--- config.mk ---
export PLATFORM = sky130hd
export DESIGN_NAME = tick_timer
export DESIGN_NICKNAME = d
export VERILOG_FILES = /design/src/rtl/tick_timer.sv
export SDC_FILE = /design/constraint.sdc
export NUM_CORES = 1
export LEC_CHECK = 0
export CAP_MARGIN = 10
export CORE_MARGIN = 2
export CORE_UTILIZATION = 50
export DETAILED_ROUTE_END_ITERATION = 8
export PLACE_DENSITY = 0.69
export SLEW_MARGIN = 20
export SYNTH_ARGS = -nofsm -noshare
export SYNTH_HDL_FRONTEND = slang
export SYNTH_SLANG_ARGS = --single-unit
--- constraint.sdc ---
create_clock -name clk -period 5.5 [get_ports clk]
set_clock_uncertainty 0.1 [all_clocks]
set_input_delay 1.1 -clock clk [delete_from_list [all_inputs] [get_ports clk]]
set_output_delay 1.1 -clock clk [all_outputs]
set_load 0.05 [all_outputs]
--- src/rtl/tick_timer.sv ---
// tick_timer: prescaled tick counter with one-shot and periodic modes, abort,
// an early-warning flag (near) and a live elapsed-tick readout.
// Latency: start sampled at edge E0 -> count_done high in the cycle after E0 + count*TICK_DIV.
// Backpressure: none; start/stop are single-cycle strobes, every output is registered.
// Ports:
//   clk, rst        system clock, synchronous active-high reset
//   start, stop     1-cycle strobes: (re)arm / abort the timer (start has priority)
//   periodic, count mode and period in ticks, sampled only with start
//   busy            high while running
//   count_done      1-cycle pulse at each expiry (or right after start with count == 0)
//   near            high in the last NEAR_OFFSET ticks of a period
//   elapsed         ticks counted in the current period
// Legal parameters: TICK_DIV >= 1, 2**TICK_W >= TICK_DIV, NEAR_OFFSET <= 2**WIDE-1.
module tick_timer #(
  parameter int              WIDE        = 32,
  parameter int              TICK_DIV    = 50,
  parameter int              TICK_W      = 7,
  parameter longint unsigned NEAR_OFFSET = 1
) (
  input  logic            clk,
  input  logic            rst,
  input  logic            start,
  input  logic            stop,
  input  logic            periodic,
  input  logic [WIDE-1:0] count,
  output logic            busy,
  output logic            count_done,
  output logic            near,
  output logic [WIDE-1:0] elapsed
);

  localparam logic [0:0] ST_IDLE = 1'b0;
  localparam logic [0:0] ST_RUN  = 1'b1;

  localparam logic [TICK_W-1:0] TICK_LAST = TICK_W'(TICK_DIV - 1);
  localparam logic [WIDE-1:0]   NEAR_W    = WIDE'(NEAR_OFFSET);

  logic [0:0]        state_q, state_d;
  logic [TICK_W-1:0] pre_q, pre_d;
  logic [WIDE-1:0]   count_to_q, count_to_d;
  logic [WIDE-1:0]   thr_q, thr_d;
  logic [WIDE-1:0]   elapsed_q, elapsed_d;
  logic              mode_q, mode_d;
  logic              done_q, done_d;
  logic              near_q, near_d;

  logic              tick;
  logic              expire;
  logic [WIDE-1:0]   thr_start;

  // Near threshold for a freshly latched period, saturating at 0 so that short
  // periods raise near from the first cycle instead of wrapping around.
  assign thr_start = (count > NEAR_W) ? (count - NEAR_W) : '0;

  assign tick   = (state_q == ST_RUN) && (pre_q == TICK_LAST);
  // Equality compare only: elapsed never exceeds count_to, so +1 cannot wrap.
  assign expire = tick && ((elapsed_q + WIDE'(1)) == count_to_q);

  always_comb begin
    state_d    = state_q;
    pre_d      = '0;
    count_to_d = count_to_q;
    thr_d      = thr_q;
    elapsed_d  = elapsed_q;
    mode_d     = mode_q;
    done_d     = 1'b0;

    if (start) begin
      count_to_d = count;
      mode_d     = periodic;
      thr_d      = thr_start;
      elapsed_d  = '0;
      if (count != '0) begin
        state_d = ST_RUN;
      end else begin
        // A zero period expires immediately and is never armed, even periodic.
        state_d = ST_IDLE;
        done_d  = 1'b1;
      end
    end else if (stop && (state_q == ST_RUN)) begin
      // Abort: elapsed keeps its value, no expiry pulse.
      state_d = ST_IDLE;
    end else if (state_q == ST_RUN) begin
      pre_d = tick ? '0 : (pre_q + TICK_W'(1));
      if (expire) begin
        done_d = 1'b1;
        if (mode_q) begin
          // Reload on the same edge; prescaler keeps running without a gap.
          elapsed_d = '0;
        end else begin
          elapsed_d = count_to_q;
          state_d   = ST_IDLE;
        end
      end else if (tick) begin
        elapsed_d = elapsed_q + WIDE'(1);
      end
    end

    // near tracks the values being registered this edge, so it lines up with
    // elapsed and drops together with busy on stop/expiry.
    near_d = (state_d == ST_RUN) && (elapsed_d >= thr_d);
  end

  always_ff @(posedge clk) begin
    if (rst) begin
      state_q    <= ST_IDLE;
      pre_q      <= '0;
      count_to_q <= '0;
      thr_q      <= '0;
      elapsed_q  <= '0;
      mode_q     <= 1'b0;
      done_q     <= 1'b0;
      near_q     <= 1'b0;
    end else begin
      state_q    <= state_d;
      pre_q      <= pre_d;
      count_to_q <= count_to_d;
      thr_q      <= thr_d;
      elapsed_q  <= elapsed_d;
      mode_q     <= mode_d;
      done_q     <= done_d;
      near_q     <= near_d;
    end
  end

  assign busy       = (state_q == ST_RUN);
  assign count_done = done_q;
  assign near       = near_q;
  assign elapsed    = elapsed_q;

endmodule

==> out/metrics.csv <==
stage;metric;value;unit
status;status;finished, final reports clean;
synth;synth_ff_type;dfxtp_1;
final_layout;fin_nets;1115;
cts;worstSkewPairLatency;370;ps
flow_run;drv_cap;0;
place;numPortBuffers;71;
global_routing;grt_max_degree;71;
global_routing;grt_pass1_vias;7128;
route;wl_per_cell;20.5;um
setup_path;r2r-start;elapsed[9];
synth;async_flop_share;0;%
synth;syn_avg_cell_area;8.24;sq um
timing;post-route-min-period;5240;ps
timing;fin_crit_sh;95.2;%
global_routing;antenna_found_initial;0;
hold_path;hold_path_end;pre_q[0];
cts;postCtsHoldBufs;0;
cts;cts-root-buf;clkbuf_16;
cts;htreeDepth;3;
place;gp_congestion;0.932;
cts;cts_tree;done;
cts;clk_pin_slew_worst_paths;90;ps
pwr;internal_power;1.24;mW
final_layout;syn_to_final_growth;19.2;%
final_layout;final_util;61.4;%
timing;slew_violations;0;
floorplanning;core;15300;sq um
synth;ys_seq_area_share;27.1;%
pwr;switchingPower;0.554;mW
route;vias_per_cell;6.30;
global_routing;grt_pass1_wl;39600;um
hold_path;hold_path_class;flip-flop to flip-flop;
synth;synthCells;958;
route;dr_total_vias;7917;
pwr;ir_worst_vdd;0.000150;V
timing;setup_viol_count_final;0;
place;hpwl;19200;um
timing;hold_viol_final;0;
pwr;seqPwrFrac;46.2;%
synth;synth-edff-count;0;
floorplanning;num_rows;45;
synth;synth_cell_type_count;74;
cts;cts_sinks;107;
floorplanning;die_y;130;um
timing;relSlewSlack;36.3;%
pwr;clock_power_share;39.1;%
timing;setup-tns-final;0;ps
pwr;p_per_area;191;nW/um^2
route;wirelength;25800;um
place;placed_cells;1240;
final_layout;final_cells;1257;
cts;cts_buffer_depth;2;
timing;worst_slew_pin_slew;956;ps
floorplanning;io_pins;72;
pwr;comb_power_share;14.7;%
route;drt_iter0_drc;970;
floorplanning;dieWidth;130;um
route;antenna_left;0;
final_layout;drive_above_1_share;14.3;%
hold_path;hold_depth;1;
setup_path;start_kind;flip-flop;
synth;netlist_area;7890;sq um
synth;ys_ff_latch;107;
setup_path;r2r_end;near;
setup_path;cp.required;5620;ps
global_routing;grtUsageTotal;30.8;%
synth;synth_fp_nets;1032;
floorplanning;start_util;51.5;%
pwr;netSwitchingFraction;30.8;%
final_layout;antenna_cells;0;
hold_path;holdCritStartpoint;pre_q[0];
setup_path;cp_max_fo;10;
timing;clock.fmax;0.191;GHz
route;first_pass_iters;6;
synth;yosys_warnings;0;
pwr;leakage;3.79;nW
route;drc;0;
floorplanning;die_area;16800;sq um
setup_path;cp-end-kind;flip-flop;
setup_path;r2r_slack;260;ps
cts;numCtsBuffers;9;
setup_path;rr_worst_depth;18;
global_routing;grt_overflow;0;
setup_path;critPathArrivalTime;5360;ps
setup_path;path_class;flip-flop to flip-flop;
==> Yosys cell counts (10+ instances only) <==
| master | number | area share [%] |
|---|---|---|
| nor2_1 | 115 | 5.5 |
| dfxtp_1 | 107 | 27 |
| a21oi_1 | 57 | 3.6 |
| nand2_1 | 49 | 2.3 |
| mux2i_1 | 47 | 6.0 |
| a211oi_1 | 39 | 3.7 |
| clkbuf_1 | 38 | 1.8 |
| ha_1 | 37 | 5.9 |
| xor2_1 | 37 | 4.1 |
| xnor2_1 | 36 | 4.0 |
| nand3_1 | 34 | 2.2 |
| a22oi_1 | 32 | 3.0 |
| nor3_1 | 30 | 1.9 |
| nor4_1 | 20 | 1.6 |
| nand4_1 | 19 | 1.5 |
| o21ai_0 | 19 | 1.2 |
| buf_2 | 15 | 0.95 |
| nor2b_1 | 15 | 1.2 |
| a21o_1 | 14 | 1.3 |
| inv_1 | 13 | 0.62 |
| a31oi_1 | 11 | 0.87 |
| and3_1 | 10 | 0.79 |
| nand2b_1 | 10 | 0.79 |
| or3_1 | 10 | 0.79 |
==> sequential cells by signal (all words and copies together) (netlist names) <==
signal	count
thr_q	32
count_to_q	32
pre_q	7
elapsed	32
busy	1
near	1
count_done	1
mode_q	1
==> routing by layer <==
metal  up-vias  part of all wire (%)  GRT usage, %
li1       3728                     -             -
met1      3762                    45          44.3
met2       385                    44          46.2
met3        42                   9.8          6.94
met4         0                   2.0          8.73
met5         -                     0             0
==> placed cells by master, fill, tap and decap left out, types with 10 or more instances in the layout <==
cell and instances:
inv_1 13, or3_1 10, nand3_1 34, and3_1 10, dfxtp_1 101, nor2b_1 14, xnor2_1 36, a21o_1 14
a22oi_1 32, nor3_1 29, a211oi_1 36, nand2b_1 10, xor2_1 37, a31oi_1 11, mux2i_1 47, clkdlybuf4s50_1 69
nor2_1 115, o21ai_0 19, ha_1 37, a21oi_1 57, buf_4 70, nand4_1 19, nor4_1 18, nand2_1 49
==> cells by family (layout without fill, tap and decap cells) <==
kind of cell | after synthesis | in the layout | synth area share [%]
AOI/OAI and AO/OA | 234 | 234 | 20.8
xor gates and xnor gates | 73 | 73 | 8.10
adders and majority gates | 37 | 37 | 5.87
buffers and inverters | 84 | 172 | 5.33
DFF | 107 | 107 | 27.1
muxes | 48 | 48 | 6.11
and+or+nand+nor | 375 | 375 | 26.7
==> worst max-delay path: stages (launching register included) <==
cell	delay, ps
dfxtp_1	550
nand4_2	240
nor3_4	300
a41oi_2	210
or4_1	560
nand4bb_4	220
or3_1	390
buf_12	180
nor3_4	130
mux2_2	380
a311oi_1	500
ha_1	350
nor2b_1	130
o21ai_0	140
nand2b_1	70
a211oi_1	230
o21ai_0	120
a41oi_1	200
nor4_1	70
==> stage by stage <==
| step | power, mW | cell area, sq um | hold slack [ps] | setup slack (ps) |
|---|---|---|---|---|
| floorplan | 1.00 | 7890 | 330 | 322 |
| global placement | 1.10 | 9040 | 344 | 145 |
| detailed placement | 1.10 | 9040 | 353 | 106 |
| CTS | 1.80 | 9360 | 373 | 219 |
| global route | 1.86 | 9410 | 406 | -21.1 |
| finish | 1.80 | 9410 | 363 | 262 |
==> how the worst max path moves through the flow <==
| stage | start | end | slack (ps) |
|---|---|---|---|
| floorplan | elapsed[2] | near | 320 |
| global placement | count[23] | near | 140 |
| detailed placement | count[23] | near | 110 |
| CTS | elapsed[2] | near | 220 |
| global route | elapsed[0] | near | -20 |
| finish | elapsed[9] | near | 260 |
==> power by group through the flow <==
stage | Sequential [mW] | Combinational (mW) | Clock (mW)
final | 0.830 | 0.265 | 0.704
after global routing | 0.833 | 0.287 | 0.740
after CTS | 0.829 | 0.260 | 0.712
after detailed placement | 0.847 | 0.258 | 0
after global placement | 0.846 | 0.255 | 0
after floorplan | 0.836 | 0.167 | 0
==> timing repair <==
item	in CTS	in global routing
setup endpoints to repair	0	1
buffers inserted	0	1
resized for setup	0	11
==> area by class of cell <==
| class | count | area (sq um) |
|---|---|---|
| fillers | 1383 | 5910 |
| inverters | 14 | 52.6 |
| clock buffers | 9 | 225 |
| multi-input cells | 767 | 5380 |
| well taps | 211 | 264 |
| repair buffers | 142 | 1250 |
| flip-flops and latches | 107 | 2150 |
| clock inverters | 7 | 93.8 |
Note: power is estimated with default switching activity, not from simulation.
